[config.mk]
export PLATFORM = sky130hd
export DESIGN_NAME = reg_bus_bank
export DESIGN_NICKNAME = d
export VERILOG_FILES = /design/src/rtl/reg_bus_pkg.sv /design/src/rtl/reg_bus_bank_prio_enc.sv /design/src/rtl/reg_bus_bank.sv
export SDC_FILE = /design/constraint.sdc
export NUM_CORES = 1
export LEC_CHECK = 0
export ABC_AREA = 0
export BUFFER_PORTS_ARGS = -buffer_cell sky130_fd_sc_hd__buf_2
export CAP_MARGIN = 20
export CELL_PAD_IN_SITES_DETAIL_PLACEMENT = 0
export CELL_PAD_IN_SITES_GLOBAL_PLACEMENT = 1
export CORE_MARGIN = 4
export CORE_UTILIZATION = 48
export CTS_BUF_LIST = sky130_fd_sc_hd__clkbuf_4
export DETAILED_ROUTE_END_ITERATION = 7
export PLACE_DENSITY_LB_ADDON = 0.15
export SLEW_MARGIN = 15
export SYNTH_ARGS = -nofsm -noshare
export SYNTH_HDL_FRONTEND = slang
export SYNTH_SLANG_ARGS = --single-unit
[constraint.sdc]
create_clock -name clk -period 1.8 [get_ports clk]
set_input_delay 0.27 -clock clk [delete_from_list [all_inputs] [get_ports clk]]
set_output_delay 0.27 -clock clk [all_outputs]
set_load 0.02 [all_outputs]
[src/rtl/reg_bus_pkg.sv]
`default_nettype none
// ============================================================================
// Module  : reg_bus_pkg
// Purpose : Shared constants and helpers for the reg_bus_bank slice.
//           Provides the default bank geometry, the width of a register
//           index, and the saturation limit of the conflict counter.
// Ports   : none (package)
// Macro   : REG_BUS_BYPASS_EN (used by reg_bus_bank, not by this package)
// Revision: 1.0 - initial release
// ============================================================================
package reg_bus_pkg;

  localparam int DEF_WIDTH = 16;
  localparam int DEF_NREG  = 4;
  localparam int DEF_CNT_W = 8;

  // Width of a register index. This is never smaller than 1, so a
  // degenerate bank still gets a legal vector.
  function automatic int src_w(input int nreg);
    return (nreg > 1) ? $clog2(nreg) : 1;
  endfunction

  localparam int DEF_SRC_W = src_w(DEF_NREG);

  // All-ones value of a CNT_W-bit counter (saturation point)
  localparam logic [DEF_CNT_W-1:0] DEF_CNT_MAX = {DEF_CNT_W{1'b1}};

endpackage : reg_bus_pkg
`default_nettype wire

[src/rtl/reg_bus_bank_prio_enc.sv]
`default_nettype none
// ============================================================================
// Module  : prio_enc
// Purpose : Combinational lowest-index-first priority encoder.
// Ports   : i_req   [NREG-1:0]  request vector
//           o_idx   [SRC_W-1:0] index of lowest set request (0 if none)
//           o_any               at least one request set
//           o_multi             two or more requests set
// Macro   : none
// Revision: 1.0 - initial release
// ============================================================================
module prio_enc #(
  parameter int NREG  = 4,
  parameter int SRC_W = 2
) (
  input  logic [NREG-1:0]  i_req,
  output logic [SRC_W-1:0] o_idx,
  output logic             o_any,
  output logic             o_multi
);

  // Scan from the top down so the lowest set index is the last to write
  always_comb begin
    o_idx = '0;
    for (int i = NREG - 1; i >= 0; i--) begin
      if (i_req[i]) o_idx = SRC_W'(i);
    end
  end

  assign o_any   = |i_req;
  // Clearing the lowest set bit leaves something only if two or more were set
  assign o_multi = |(i_req & (i_req - NREG'(1)));

endmodule : prio_enc
`default_nettype wire

[src/rtl/reg_bus_bank.sv]
`default_nettype none
// ============================================================================
// Module  : reg_bus_bank
// Purpose : Bank of NREG WIDTH-bit registers that share one registered read
//           bus. A fixed-priority arbiter picks the lowest requesting index.
//           Contention is flagged and counted with saturation.
// Ports   : clk, rst_n (async, active low)
//           in_data  [WIDTH-1:0]  broadcast write data
//           set      [NREG-1:0]   per-register load strobes
//           en       [NREG-1:0]   per-register bus requests
//           clr_cnt               synchronous clear of conflict_cnt
//           out_data [WIDTH-1:0]  registered bus value (holds when idle)
//           out_valid             a register drove out_data last cycle
//           out_src  [SRC_W-1:0]  index of the driving register
//           conflict              more than one request last cycle
//           conflict_cnt[CNT_W-1:0] saturating conflict count
// Macro   : REG_BUS_BYPASS_EN - when defined, a same-cycle write to the
//           winning register is forwarded onto the bus.
// Revision: 1.0 - initial release
// ============================================================================
module reg_bus_bank
  import reg_bus_pkg::*;
#(
  parameter int WIDTH = DEF_WIDTH,
  parameter int NREG  = DEF_NREG,
  parameter int CNT_W = DEF_CNT_W
) (
  input  logic                     clk,
  input  logic                     rst_n,
  input  logic [WIDTH-1:0]         in_data,
  input  logic [NREG-1:0]          set,
  input  logic [NREG-1:0]          en,
  input  logic                     clr_cnt,
  output logic [WIDTH-1:0]         out_data,
  output logic                     out_valid,
  output logic [src_w(NREG)-1:0]   out_src,
  output logic                     conflict,
  output logic [CNT_W-1:0]         conflict_cnt
);

  localparam int               SRC_W   = src_w(NREG);
  localparam logic [CNT_W-1:0] CNT_MAX = {CNT_W{1'b1}};

  logic [WIDTH-1:0] r_regs [NREG];
  logic [WIDTH-1:0] r_out_data;
  logic             r_out_valid;
  logic [SRC_W-1:0] r_out_src;
  logic             r_conflict;
  logic [CNT_W-1:0] r_cnt;

  logic [SRC_W-1:0] w_idx;
  logic             w_any;
  logic             w_multi;
  logic [WIDTH-1:0] w_rd_data;

  prio_enc #(
    .NREG  (NREG),
    .SRC_W (SRC_W)
  ) u_prio_enc (
    .i_req   (en),
    .o_idx   (w_idx),
    .o_any   (w_any),
    .o_multi (w_multi)
  );

  // Value placed on the bus for the current winner
  always_comb begin
    w_rd_data = r_regs[w_idx];
`ifdef REG_BUS_BYPASS_EN
    if (set[w_idx]) w_rd_data = in_data;
`endif
  end

  // Register array: broadcast load, hold otherwise
  always_ff @(posedge clk or negedge rst_n) begin
    if (!rst_n) begin
      for (int i = 0; i < NREG; i++) r_regs[i] <= '0;
    end else begin
      for (int i = 0; i < NREG; i++) begin
        if (set[i]) r_regs[i] <= in_data;
      end
    end
  end

  // Output stage: data/source hold when nothing is granted
  always_ff @(posedge clk or negedge rst_n) begin
    if (!rst_n) begin
      r_out_data  <= '0;
      r_out_valid <= 1'b0;
      r_out_src   <= '0;
      r_conflict  <= 1'b0;
    end else begin
      r_out_valid <= w_any;
      r_conflict  <= w_multi;
      if (w_any) begin
        r_out_data <= w_rd_data;
        r_out_src  <= w_idx;
      end
    end
  end

  // Conflict counter: clear has priority over increment, saturates at max
  always_ff @(posedge clk or negedge rst_n) begin
    if (!rst_n) begin
      r_cnt <= '0;
    end else if (clr_cnt) begin
      r_cnt <= '0;
    end else if (w_multi && (r_cnt != CNT_MAX)) begin
      r_cnt <= r_cnt + CNT_W'(1);
    end
  end

  assign out_data     = r_out_data;
  assign out_valid    = r_out_valid;
  assign out_src      = r_out_src;
  assign conflict     = r_conflict;
  assign conflict_cnt = r_cnt;

endmodule : reg_bus_bank
`default_nettype wire

==> results.toml <==
[run_status]
outcome = "finished, final reports clean"

[floorplanning]
ios = 55
rows = 32
die_area_um2 = 9520
die-height_um = 97.6
initial_utilization_pct = 49.6
core_area_um2 = 7770
die_w_um = 97.6

[pwr]
swShare_pct = 27.2
pwr-share-seq_pct = 58.0
total_leakage_power_uw = 0.00193
power_frac_clock_pct = 27.1
p_int_uw = 2980
power.switching_uw = 1110
p_per_area_nw_per_um2 = 935
p_comb_share_pct = 14.9
peakVddDrop_mv = 0.505

[drt]
vias_per_cell = 5.65
dr.pass1.iters = 4
postRouteAntennaNets = 0
num_vias = 2550
drc = 0
routed_wl_um = 8230
wl_per_cell_um = 18.3
first_iter_violations = 121

[cells_and_area]
antenna_cells = 0
area_growth_pct = 13.9
drive_gt1_share_pct = 42.7
layout.nets = 372
regArea_um2 = 2300
fill_cells = 698
multiInputGateArea_um2 = 1450

[grt]
grt_max_degree = 38
grt-busiest-layer = "met2"
grt_use_total_pct = 18.2
antenna_found_initial = 0
use_met3_pct = 4.09
grt_pass1_vias = 2567
overflow = 0
gr-usage-met1_pct = 25.4
grt_pass1_wl_um = 13600
met2_usage_pct = 28.7

[critical_path]
worstSetupPathType = "reg2reg"
critPathMaxFanout = 5
required_ns = 2.12
worstSetupStartpointType = "flop"
cp.arrival_ns = 1.93
crit_path_end_kind = "flop"

[clock_network]
cts_tree = "built"
path_clk_slew_ns = 0.14
clockBufferDepth = 2
h-tree-depth = 3
root_buffer = "clkbuf_4"
cts_sinks = 92
cts-resized-gates = 0
cts_buffers = 9
clk_latency_ns = 0.42

[placement]
hpwlAfterDp_um = 5180
portBuffers = 54
routabilityCongestion = 0.728
preCtsSetupSlack_ns = 0.239

[synthesis]
synth_cell_types = 34
syn_inst = 289
yosys_warnings = 0
synth.cell_area_um2 = 3850
syn_area_per_cell_um2 = 13.3
synth-seq-area-share_pct = 59.8
synth_nets = 317
ys_ff_latch = 92

[job]
drv_cap = 0

[hold_path]
hold_class = "in2reg"

[timing]
setup_ws_ns = 0.195
rsz0062_at_grt = "false"
worstMarginPinSlew_ns = 0.488
fin_skew_ns = 0.0212
finalSetupViolations = 0
hold_viol = 0
finalMaxSlewViolations = 0
slew_headroom_pct = 67.5
min_period_over_period_pct = 89.2
fin_setup_tns_ns = 0
timing.fmax_mhz = 623
period_needed_ns = 1.61
## power groups by stage
| stage | Combinational [uW] | Sequential [uW] | Clock (uW) |
|---|---|---|---|
| after floorplan | 312 | 2470 | 0 |
| final | 609 | 2380 | 1110 |
| after global routing | 671 | 2400 | 1260 |
| after detailed placement | 619 | 2420 | 0 |
| after CTS | 622 | 2380 | 1150 |
| after global placement | 607 | 2410 | 0 |
## cell usage after synthesis
| master | instances | area share (%) |
|---|---|---|
| nor2b_1 | 3 | 0.49 |
| a311oi_1 | 1 | 0.23 |
| and4b_1 | 2 | 0.52 |
| nand2_1 | 4 | 0.39 |
| and2_4 | 1 | 0.23 |
| clkbuf_1 | 10 | 0.98 |
| o41ai_1 | 1 | 0.23 |
| mux2_4 | 1 | 0.39 |
| a41oi_1 | 1 | 0.23 |
| or4_1 | 1 | 0.20 |
| nand3_1 | 2 | 0.26 |
| a22oi_1 | 16 | 3.1 |
| nor2_1 | 24 | 2.3 |
| a21oi_1 | 20 | 2.6 |
| nor3b_1 | 2 | 0.39 |
| nor3_1 | 2 | 0.26 |
| a211o_1 | 2 | 0.46 |
| a21boi_4 | 1 | 0.49 |
| inv_1 | 1 | 0.097 |
| or2_2 | 1 | 0.16 |
| and3_2 | 1 | 0.20 |
| o31a_2 | 1 | 0.26 |
| inv_2 | 1 | 0.097 |
| dfrtp_1 | 92 | 60 |
| nand2b_1 | 3 | 0.49 |
| buf_6 | 1 | 0.29 |
| buf_2 | 6 | 0.78 |
| a211oi_1 | 2 | 0.39 |
| mux2i_1 | 1 | 0.26 |
| ha_1 | 1 | 0.32 |
| o221ai_1 | 16 | 3.6 |
| buf_1 | 2 | 0.20 |
| mux2_2 | 65 | 19 |
| and4_1 | 1 | 0.23 |
## stage by stage
stage / hold slack (ns) / total power (uW) / instances / instance area [um^2] / util [%]
final: 0.0832 / 4100 / 451 / 4380 / 56.4
after global routing: 0.0377 / 4340 / 451 / 4380 / 56.4
after CTS: 0.0593 / 4150 / 451 / 4380 / 56.4
after detailed placement: 0.239 / 3040 / 434 / 4240 / 54.5
after global placement: 0.222 / 3020 / 434 / 4240 / 54.5
after floorplan: -0.0256 / 2790 / 289 / 3850 / -
## worst max-delay path, cell delays in order, from the launching register on
cell and delay (ns):
dfrtp_1 0.43, ha_1 0.24, nand2_1 0.09, nor2_1 0.33, a21boi_4 0.11, mux2_4 0.31
## logic make-up after synthesis
logic type,count (synthesis),synth area share [%]
adders and majority gates,1,0.325
buffers and inverters,21,2.44
AOI/OAI and AO/OA,61,11.6
DFF,92,59.8
and+or+nand+nor,47,6.14
muxes,67,19.7
## layer usage
metal | vias up | wire (um)
li1 | 1185 | -
met4 | 0 | 75
met2 | 55 | 3950
met3 | 7 | 374
met1 | 1303 | 3830
met5 | - | 0
## placed cells by master (no fill, tap or decap), types with 2 or more instances in the layout
cell type | netlist | final
nor3_1 | 2 | 2
and4b_1 | 2 | 2
a211o_1 | 2 | 2
clkbuf_4 | 0 | 10
nand2b_1 | 3 | 3
mux2_2 | 65 | 65
dfrtp_1 | 92 | 92
buf_4 | 0 | 8
a22oi_1 | 16 | 16
a21oi_1 | 20 | 20
nand3_1 | 2 | 2
nor2_1 | 24 | 24
clkinvlp_4 | 0 | 2
o221ai_1 | 16 | 16
nand2_1 | 4 | 4
a211oi_1 | 2 | 2
nor2b_1 | 3 | 3
buf_2 | 6 | 53
nor3b_1 | 2 | 2
## what timing repair did
action	CTS	global route
buffers inserted	0	0
hold buffers	1	0
endpoints found under the setup margin	0	0
endpoints found under the hold margin	26	0
## final cells by class
class,instances,area share (%)
flip-flops and latches,92,52.5
clock inverters,6,1.43
inverters,2,0.171
well taps,102,2.91
multi-input cells,176,33.2
clock buffers,10,1.71
repair buffers,63,8.11
## worst paths after layout
path	cells after the start	start	slack (ns)	end
worst min register to register	1	out_src[1]	0.51	out_src[1]
max in group asynchronous	3	rst_n	0.92	out_data[9]
worst min-delay path	2	en[0]	0.08	out_src[0]
worst max register to register	5	conflict_cnt[0]	0.19	conflict_cnt[0]
worst max-delay path	5	conflict_cnt[0]	0.19	conflict_cnt[0]
min in group asynchronous	2	rst_n	0.30	r_regs[54]
## sequential cells by signal, summed over array words and instances, names as in the netlist
name / cells
out_data: 16
conflict: 1
r_regs: 64
out_src: 2
conflict_cnt: 8
out_valid: 1
(Power assumes the default switching activity.)
